==> config.mk <==
export PLATFORM = sky130hd
export DESIGN_NAME = eth_header_builder_flat
export DESIGN_NICKNAME = d
export VERILOG_FILES = /design/src/rtl/eth_header_builder_if.sv /design/src/rtl/eth_header_builder.sv /design/src/flat_wrapper.sv
export SDC_FILE = /design/constraint.sdc
export NUM_CORES = 1
export LEC_CHECK = 0
export ABC_CLOCK_PERIOD_IN_PS = 5550
export CAP_MARGIN = 15
export CORE_MARGIN = 2
export CORE_UTILIZATION = 50
export DETAILED_ROUTE_END_ITERATION = 12
export HOLD_SLACK_MARGIN = 0.02
export MAX_ROUTING_LAYER = met4
export PLACE_DENSITY = 0.79
export SLEW_MARGIN = 5
export SYNTH_ARGS = -nofsm -noshare
export SYNTH_HDL_FRONTEND = slang
export SYNTH_SLANG_ARGS = --single-unit
==> constraint.sdc <==
create_clock -name clk -period 5.55 [get_ports clk]
set_input_delay 0.555 -clock clk [delete_from_list [all_inputs] [get_ports clk]]
set_output_delay 0.555 -clock clk [all_outputs]
set_load 0.02 [all_outputs]
==> src/rtl/eth_header_builder_if.sv <==
// Handshake bundle between the TX scheduler, the header builder and the MAC/FCS stage.
// Groups the metadata record, the payload byte stream and the framed output byte stream.
// slave: the builder's view. master: the surrounding logic that feeds and drains it.
interface eth_header_builder_if;
  // Per-frame L2 metadata record.
  logic        meta_valid;
  logic        meta_ready;
  logic [47:0] meta_dest_mac;
  logic [47:0] meta_src_mac;
  logic [15:0] meta_ethertype;
  logic        meta_vlan_present;
  logic [11:0] meta_vlan_id;
  // Payload byte stream.
  logic [7:0]  pl_data;
  logic        pl_valid;
  logic        pl_last;
  logic        pl_ready;
  // Framed output byte stream.
  logic [7:0]  tx_data;
  logic        tx_valid;
  logic        tx_ready;
  logic        tx_start;
  logic        tx_last;

  modport slave (
    input  meta_valid, meta_dest_mac, meta_src_mac, meta_ethertype,
           meta_vlan_present, meta_vlan_id,
    output meta_ready,
    input  pl_data, pl_valid, pl_last,
    output pl_ready,
    output tx_data, tx_valid, tx_start, tx_last,
    input  tx_ready
  );

  modport master (
    output meta_valid, meta_dest_mac, meta_src_mac, meta_ethertype,
           meta_vlan_present, meta_vlan_id,
    input  meta_ready,
    output pl_data, pl_valid, pl_last,
    input  pl_ready,
    input  tx_data, tx_valid, tx_start, tx_last,
    output tx_ready
  );
endinterface

==> src/rtl/eth_header_builder.sv <==
// Ethernet TX header builder: metadata record -> header bytes, then payload, then zero pad to MIN_LEN.
// Latency: record accepted at edge N, header byte 0 presented in cycle N+1; one idle cycle between frames.
// Backpressure: tx_ready stalls header/pad bytes (held stable); in payload tx_ready passes straight to pl_ready.
// Ports: clk (rising edge), rst (synchronous, active high), bus (slave view of eth_header_builder_if):
//   meta_* record in with meta_valid/meta_ready, pl_* payload bytes in with pl_valid/pl_ready/pl_last,
//   tx_* frame bytes out with tx_valid/tx_ready, tx_start on byte 0 and tx_last on the final byte.
module eth_header_builder #(
  parameter logic [15:0] TPID    = 16'h8100,
  parameter bit          PAD_EN  = 1'b1,
  parameter int          MIN_LEN = 60
) (
  input  logic clk,
  input  logic rst,
  eth_header_builder_if.slave bus
);

  localparam logic [16:0] MIN_LEN_W = 17'(MIN_LEN);
  localparam logic [15:0] PAD_LAST  = 16'(MIN_LEN - 1);

  typedef enum logic [1:0] {IDLE, HDR, PAYLOAD, PAD} state_t;

  state_t      state_q, state_d;
  logic [15:0] byte_cnt_q, byte_cnt_d;
  logic [47:0] dest_q, src_q;
  logic [15:0] etype_q;
  logic        vlan_q;
  logic [11:0] vid_q;
  logic [4:0]  hdr_len_q;

  logic        meta_rdy, pl_rdy, tx_vld, tx_sof, tx_eof;
  logic [7:0]  tx_dat, hdr_byte;
  logic        hs, hdr_done, pad_needed, pad_done;
  logic [15:0] cnt_inc;

  assign hs         = tx_vld && bus.tx_ready;
  assign hdr_done   = (byte_cnt_q == ({11'd0, hdr_len_q} - 16'd1));
  // Pad only if this payload byte would leave the frame short of MIN_LEN.
  assign pad_needed = PAD_EN && (({1'b0, byte_cnt_q} + 17'd1) < MIN_LEN_W);
  assign pad_done   = (byte_cnt_q == PAD_LAST);
  // Counter saturates rather than wrapping on absurdly long payloads.
  assign cnt_inc    = (byte_cnt_q == 16'hFFFF) ? byte_cnt_q : byte_cnt_q + 16'd1;

  // State register.
  always_ff @(posedge clk) begin
    if (rst) begin
      state_q <= IDLE;
    end else begin
      state_q <= state_d;
    end
  end

  // Next-state logic.
  always_comb begin
    state_d = state_q;
    case (state_q)
      IDLE:    if (bus.meta_valid) state_d = HDR;
      HDR:     if (hs && hdr_done) state_d = PAYLOAD;
      PAYLOAD: if (hs && bus.pl_last) state_d = pad_needed ? PAD : IDLE;
      PAD:     if (hs && pad_done) state_d = IDLE;
      default: state_d = IDLE;
    endcase
  end

  // Outputs. Everything is forced low while rst is high so an aborted frame
  // neither completes a handshake nor drains payload during the reset cycle.
  always_comb begin
    meta_rdy = 1'b0;
    pl_rdy   = 1'b0;
    tx_vld   = 1'b0;
    tx_dat   = 8'h00;
    tx_sof   = 1'b0;
    tx_eof   = 1'b0;
    if (!rst) begin
      case (state_q)
        IDLE: meta_rdy = 1'b1;
        HDR: begin
          tx_vld = 1'b1;
          tx_dat = hdr_byte;
          tx_sof = (byte_cnt_q == 16'd0);
        end
        PAYLOAD: begin
          tx_vld = bus.pl_valid;
          tx_dat = bus.pl_data;
          pl_rdy = bus.tx_ready;
          tx_eof = bus.pl_valid && bus.pl_last && !pad_needed;
        end
        PAD: begin
          tx_vld = 1'b1;
          tx_eof = pad_done;
        end
        default: ;
      endcase
    end
  end

  // Header byte selected by the running byte count; bytes 14..17 are only
  // reached when a tag is present.
  always_comb begin
    hdr_byte = 8'h00;
    case (byte_cnt_q[4:0])
      5'd0:  hdr_byte = dest_q[47:40];
      5'd1:  hdr_byte = dest_q[39:32];
      5'd2:  hdr_byte = dest_q[31:24];
      5'd3:  hdr_byte = dest_q[23:16];
      5'd4:  hdr_byte = dest_q[15:8];
      5'd5:  hdr_byte = dest_q[7:0];
      5'd6:  hdr_byte = src_q[47:40];
      5'd7:  hdr_byte = src_q[39:32];
      5'd8:  hdr_byte = src_q[31:24];
      5'd9:  hdr_byte = src_q[23:16];
      5'd10: hdr_byte = src_q[15:8];
      5'd11: hdr_byte = src_q[7:0];
      5'd12: hdr_byte = vlan_q ? TPID[15:8] : etype_q[15:8];
      5'd13: hdr_byte = vlan_q ? TPID[7:0]  : etype_q[7:0];
      5'd14: hdr_byte = {4'h0, vid_q[11:8]};   // PCP=0, DEI=0
      5'd15: hdr_byte = vid_q[7:0];
      5'd16: hdr_byte = etype_q[15:8];
      5'd17: hdr_byte = etype_q[7:0];
      default: hdr_byte = 8'h00;
    endcase
  end

  always_comb begin
    byte_cnt_d = byte_cnt_q;
    if (state_q == IDLE) begin
      if (bus.meta_valid) byte_cnt_d = 16'd0;
    end else if (hs) begin
      byte_cnt_d = cnt_inc;
    end
  end

  // Byte counter and captured metadata; the record is frozen for the whole frame.
  always_ff @(posedge clk) begin
    if (rst) begin
      byte_cnt_q <= 16'd0;
      dest_q     <= 48'd0;
      src_q      <= 48'd0;
      etype_q    <= 16'd0;
      vlan_q     <= 1'b0;
      vid_q      <= 12'd0;
      hdr_len_q  <= 5'd0;
    end else begin
      byte_cnt_q <= byte_cnt_d;
      if (state_q == IDLE && bus.meta_valid) begin
        dest_q    <= bus.meta_dest_mac;
        src_q     <= bus.meta_src_mac;
        etype_q   <= bus.meta_ethertype;
        vlan_q    <= bus.meta_vlan_present;
        vid_q     <= bus.meta_vlan_id;
        hdr_len_q <= bus.meta_vlan_present ? 5'd18 : 5'd14;
      end
    end
  end

  assign bus.meta_ready = meta_rdy;
  assign bus.pl_ready   = pl_rdy;
  assign bus.tx_valid   = tx_vld;
  assign bus.tx_data    = tx_dat;
  assign bus.tx_start   = tx_sof;
  assign bus.tx_last    = tx_eof;

endmodule

==> src/flat_wrapper.sv <==
// flat-port wrapper written by rule: the top's interface ports become plain ports
module eth_header_builder_flat 
#(
  parameter logic [15:0] TPID    = 16'h8100,
  parameter bit          PAD_EN  = 1'b1,
  parameter int          MIN_LEN = 60
)
  (clk, rst, bus_meta_valid, bus_meta_dest_mac, bus_meta_src_mac, bus_meta_ethertype, bus_meta_vlan_present, bus_meta_vlan_id, bus_meta_ready, bus_pl_data, bus_pl_valid, bus_pl_last, bus_pl_ready, bus_tx_data, bus_tx_valid, bus_tx_start, bus_tx_last, bus_tx_ready);
  eth_header_builder_if bus_i ();
  input  logic clk;
  input  logic rst;
  input wire logic [$bits(bus_i.meta_valid)-1:0] bus_meta_valid;
  input wire logic [$bits(bus_i.meta_dest_mac)-1:0] bus_meta_dest_mac;
  input wire logic [$bits(bus_i.meta_src_mac)-1:0] bus_meta_src_mac;
  input wire logic [$bits(bus_i.meta_ethertype)-1:0] bus_meta_ethertype;
  input wire logic [$bits(bus_i.meta_vlan_present)-1:0] bus_meta_vlan_present;
  input wire logic [$bits(bus_i.meta_vlan_id)-1:0] bus_meta_vlan_id;
  output wire logic [$bits(bus_i.meta_ready)-1:0] bus_meta_ready;
  input wire logic [$bits(bus_i.pl_data)-1:0] bus_pl_data;
  input wire logic [$bits(bus_i.pl_valid)-1:0] bus_pl_valid;
  input wire logic [$bits(bus_i.pl_last)-1:0] bus_pl_last;
  output wire logic [$bits(bus_i.pl_ready)-1:0] bus_pl_ready;
  output wire logic [$bits(bus_i.tx_data)-1:0] bus_tx_data;
  output wire logic [$bits(bus_i.tx_valid)-1:0] bus_tx_valid;
  output wire logic [$bits(bus_i.tx_start)-1:0] bus_tx_start;
  output wire logic [$bits(bus_i.tx_last)-1:0] bus_tx_last;
  input wire logic [$bits(bus_i.tx_ready)-1:0] bus_tx_ready;
  assign bus_i.meta_valid = bus_meta_valid;
  assign bus_i.meta_dest_mac = bus_meta_dest_mac;
  assign bus_i.meta_src_mac = bus_meta_src_mac;
  assign bus_i.meta_ethertype = bus_meta_ethertype;
  assign bus_i.meta_vlan_present = bus_meta_vlan_present;
  assign bus_i.meta_vlan_id = bus_meta_vlan_id;
  assign bus_meta_ready = bus_i.meta_ready;
  assign bus_i.pl_data = bus_pl_data;
  assign bus_i.pl_valid = bus_pl_valid;
  assign bus_i.pl_last = bus_pl_last;
  assign bus_pl_ready = bus_i.pl_ready;
  assign bus_tx_data = bus_i.tx_data;
  assign bus_tx_valid = bus_i.tx_valid;
  assign bus_tx_start = bus_i.tx_start;
  assign bus_tx_last = bus_i.tx_last;
  assign bus_i.tx_ready = bus_tx_ready;
  eth_header_builder #(.TPID(TPID), .PAD_EN(PAD_EN), .MIN_LEN(MIN_LEN)) u_core (.clk(clk), .rst(rst), .bus(bus_i));
endmodule
# == Yosys cells after proc, flatten, opt, wreduce, memory -nomap -nowiden ==
# Index checks and enable logic that the tools add are counted.
# classes
add_sub_neg,3
order_cmp,1
eq_ne,28
muxes,26
n_reduce_logical,15
# ops
cell,n
$pmux 8 s18,1
$mux 16,4
$eq 5x4->1 const B,8
$mux 8,3
$eq 5x3->1 const B,4
$add 16x1->17 const B,1
$lt 17x6->1 const B,1
$add 16x1->16 const B,1
$eq 16x16->1,1
$eq 16x16->1 const B,1
$eq 16x6->1 const B,1
$logic_not 16->1,1
$pmux 8 s2,1
$eq 5x2->1 const B,2
$eq 5x5->1 const B,2
$mux 2,5
$mux 1,8
$pmux 2 s4,1
$logic_and 1x1->1,7
$ne 2x1->1 const B,3
$sub 5x1->6 const B,1
$eq 5x1->1 const B,1
$logic_not 5->1,1
$mux 5,1
other kinds (10),13
# totals
register_bits,148
in_bits,139
output_inout_bits,13
elab_cells,81

# == Depth between registers and ports, before layout ==
# logic_depth
ltp_word,8
ltp_mapped,10

# == Worst setup path before layout ==
# No wires, ideal clock.
# synth_timing
path_kind,register -> output
from,register u_core.byte_cnt_q[2]
to,output bus_tx_data[0]
t_arrival_ps,2411
t_required_ps,4995
setup_slack_ps,2584
path_stages_with_launch,10
n_path_buf,4
cell_sequence,dfxtp_1 > clkbuf_1 > buf_2 > clkbuf_1 > and3_1 > ha_1 > buf_1 > o21a_1 > o21ai_0 > a21oi_1
# synth_between
elab_chain_len,4
# synth_rtl
item,line_no,source
start: declaration,eth_header_builder.sv:23,"logic [15:0] byte_cnt_q, byte_cnt_d;"
start signal: assignment,eth_header_builder.sv:143,byte_cnt_q <= byte_cnt_d;
"$eq 5x5->1, or another cell as far along",eth_header_builder.sv:100,case (byte_cnt_q[4:0])
$pmux 8 s18 *,eth_header_builder.sv:100,
$pmux 8 s2 *,eth_header_builder.sv:74,case (state_q)
$mux 8 *,eth_header_builder.sv:73,if (!rst) begin
end: declaration,flat_wrapper.sv:23,output wire logic [$bits(bus_i.tx_data)-1:0] bus_tx_data;
# Mark *: on every way between the ends. The rest lies on a longest branch, timed or not.

# == Final worst setup path ==
# layout_timing
from,register u_core.byte_cnt_q[2]
to,output bus_tx_last
# layout_between
elab_chain_len,6
# layout_rtl
item,line_no,source
$add 16x1->17,eth_header_builder.sv:38,"assign pad_needed = PAD_EN && (({1'b0, byte_cnt_q} + 17'd1) < MIN_LEN_W);"
$lt 17x6->1,eth_header_builder.sv:38,
$logic_not 1->1,eth_header_builder.sv:85,tx_eof = bus.pl_valid && bus.pl_last && !pad_needed;
$logic_and 1x1->1,eth_header_builder.sv:85,
$pmux 1 s2 *,eth_header_builder.sv:74,
$mux 1 *,eth_header_builder.sv:73,
end: declaration,flat_wrapper.sv:26,output wire logic [$bits(bus_i.tx_last)-1:0] bus_tx_last;
# Marks and branches as above.

==> results.sh <==
export IMPL_place_ws_ps=1740
export IMPL_dieArea_um2=14900
export IMPL_p_leak_nw=3.30
export IMPL_drtIter0Drc=729
export IMPL_synth_area_leaders="dfxtp_1, nand2_1, a21oi_1, clkbuf_1, a22oi_1"
export IMPL_hold_buffers=0
export IMPL_syn_area_per_cell_um2=7.48
export IMPL_postCtsSetupBuffers=0
export IMPL_worstSetupPathType="reg2out"
export IMPL_num_rows=43
export IMPL_setup_violations=0
export IMPL_port_buffers=151
export IMPL_switching_power_mw=1.11
export IMPL_start_kind="register"
export IMPL_grtUsageTotal_pct=31.3
export IMPL_power_density_nw_per_um2=366
export IMPL_cp_max_fo=26
export IMPL_power_share_switching_pct=33.3
export IMPL_synth_nets=1084
export IMPL_clock_sinks=145
export IMPL_hold_viol=0
export IMPL_use_met2_pct=47.6
export IMPL_required_ps=4990
export IMPL_synthCells=934
export IMPL_synth_top_area_share_pct=41.5
export IMPL_postCtsResizedCells=0
export IMPL_wl_per_cell_um=18.1
export IMPL_finalInstanceArea_um2=9100
export IMPL_synth_cell_types=64
export IMPL_die_width_um=122
export IMPL_pin_count=152
export IMPL_yosysSeqAreaShare_pct=41.5
export IMPL_r2r_slack_ps=2170
export IMPL_setup_slack_ps=1230
export IMPL_status="completed"
export IMPL_crit_path_end_kind="output pin"
export IMPL_grtUsageMet3_pct=5.39
export IMPL_core_um2=13800
export IMPL_fillerInstances=1214
export IMPL_synth_flop_cell="dfxtp_1"
export IMPL_tightest_slew_ps=950
export IMPL_antenna_left=0
export IMPL_ir_worst_vdd_mv=0.318
export IMPL_clk_insertion_delay_late_ps=430
export IMPL_synth_edff_count=0
export IMPL_seqPwrFrac_pct=40.7
export IMPL_finalWirelength_um=22300
export IMPL_start_util_pct=50.7
export IMPL_diodes=0
export IMPL_drc=0
export IMPL_clkPwrFrac_pct=35.0
export IMPL_die_h_um=122
export IMPL_viasPerCell=5.75
export IMPL_pwr_share_comb_pct=24.3
export IMPL_max_freq_ghz=0.231
export IMPL_ys_warn_count=0
export IMPL_whs_ps=457
export IMPL_slew_headroom_pct=36.6
export IMPL_cts_buffers=17
export IMPL_cts_buffer_depth=2
export IMPL_clk_pin_slew_worst_paths_ps=60
export IMPL_clock_root_buffer="clkbuf_16"
export IMPL_hpwlAfterDp_um=16300
export IMPL_yosys_area_top_type="dfxtp_1"
export IMPL_dpl_cell_area_um2=8500
export IMPL_antenna_found_initial=0
export IMPL_final_nets=1193
export IMPL_syn2layout_area_growth_pct=30.3
export IMPL_intPower_mw=2.22
export IMPL_multiInputGateArea_um2=3770
export IMPL_syn_area_um2=6990
export IMPL_maxCapViolations=0
export IMPL_min_path_type="reg2reg"
export IMPL_grt_busiest_layer="met2"
export IMPL_first_global_vias=6494
export IMPL_dr_pass1_iters=6
export IMPL_fin_tns_setup_ps=0
export IMPL_final_common_cell="nand2_1"
export IMPL_vias=7101
export IMPL_fin_crit_sh_pct=77.9
export IMPL_crit_arrival_ps=3770
export IMPL_async_flop_share_pct=0
export IMPL_seq_area_um2=2900
export IMPL_final_max_slew_viol_count=0
export IMPL_rsz0062_at_grt="false"
export IMPL_mostFrequentLayoutCells="nand2_1, a21oi_1, clkdlybuf4s50_1"
export IMPL_gp_congestion=1.05
export IMPL_use_met1_pct=40.9
export IMPL_drive_gt1_share_pct=5.21
export IMPL_ys_seq_elements=145
export IMPL_grt_pass1_wl_um=34700
export IMPL_overflow=0
export IMPL_cts_tree="done"
export IMPL_htreeDepth=4
export IMPL_skew_ps=4.80
export IMPL_period_needed_ps=4320
export IMPL_grt_max_degree=82
-- synth_stat cells (all sizes together), types with 3 or more instances --
| library cell | instances |
|---|---|
| nand2b | 5 |
| clkbuf | 54 |
| a31oi | 7 |
| ha | 11 |
| nand2 | 287 |
| and2 | 7 |
| o32ai | 3 |
| mux2i | 9 |
| a222oi | 5 |
| and3 | 5 |
| nor3 | 9 |
| or4 | 5 |
| o21ai | 16 |
| a22o | 11 |
| a21oi | 159 |
| nand3 | 22 |
| a22oi | 20 |
| nand4 | 11 |
| dfxtp | 145 |
| a221oi | 6 |
| xor2 | 3 |
| buf | 15 |
| nor4 | 4 |
| and3b | 3 |
| nor2b | 10 |
| nor2 | 33 |
| xnor2 | 6 |
| inv | 10 |
| nor3b | 3 |
| mux2 | 3 |
| a211oi | 8 |
| o31ai | 9 |
| or3 | 4 |
-- sequential cells by signal (all words and copies together) (netlist names) --
register           flops
u_core.hdr_len_q       3
u_core.vid_q          12
u_core.etype_q        16
u_core.state_q         2
u_core.src_q          48
u_core.byte_cnt_q     16
u_core.dest_q         48
-- cell type report --
class                           instances  share of cell area (%)
Clock inverter                         13                    1.65
Clock buffer                           19                    4.98
Inverter                               10                   0.412
Multi-Input combinational cell        710                    41.4
Timing Repair Buffer                  159                    17.2
Tap cell                              180                    2.47
Sequential cell                       145                    31.9
-- cell families (layout without fill, tap and decap cells) --
kind of cell    after synthesis  in the layout  synth area share, %
simple gates                418            418                 26.4
mux                          12             12                 1.83
flops                       145            145                 41.5
buf+inv                      79            201                 4.66
fa+ha+maj                    11             11                 1.97
xor+xnor                      9              9                 1.13
compound gates              260            260                 22.5
-- routing by layer --
layer  wire (um)  part of all wire (%)  vias up
met3        1190                   5.3       52
met4         891                   4.0        0
met5           0                     0        -
met1        9870                    44     3322
met2       10400                    46      259
li1            -                     -     3468
-- worst max-delay path, stage by stage (launching register included) --
cell             delay (ps)
dfxtp_1                 940
nand2_1                 380
nor4_1                  650
mux2i_1                 250
o2111ai_1               170
o31ai_1                 280
a21oi_1                  90
clkdlybuf4s50_1         570
-- worst paths after layout --
check,start,endpoint,depth (start not counted)
max,u_core.byte_cnt_q[2],bus_tx_last,7
min,u_core.dest_q[10],u_core.dest_q[10],2
max reg2reg,u_core.byte_cnt_q[2],u_core.byte_cnt_q[10],7
min reg2reg,u_core.dest_q[10],u_core.dest_q[10],2
-- power groups by stage --
| stage | sequential, mW | combinational (mW) | clock (mW) |
|---|---|---|---|
| final | 1.36 | 0.812 | 1.17 |
| after global routing | 1.37 | 0.911 | 1.22 |
| after CTS | 1.35 | 0.812 | 1.17 |
| after detailed placement | 1.37 | 0.809 | 0 |
| after global placement | 1.38 | 0.797 | 0 |
| after floorplan | 1.30 | 0.567 | 0 |
-- metrics by stage --
stage               power, mW  cells  util [%]
finish                   3.34   1236      66.1
global route             3.50   1236      66.1
CTS                      3.34   1235      66.1
detailed placement       2.18   1203      61.7
global placement         2.17   1203      61.7
floorplan                1.87    934         -
Power figures use the tool's default switching activity.
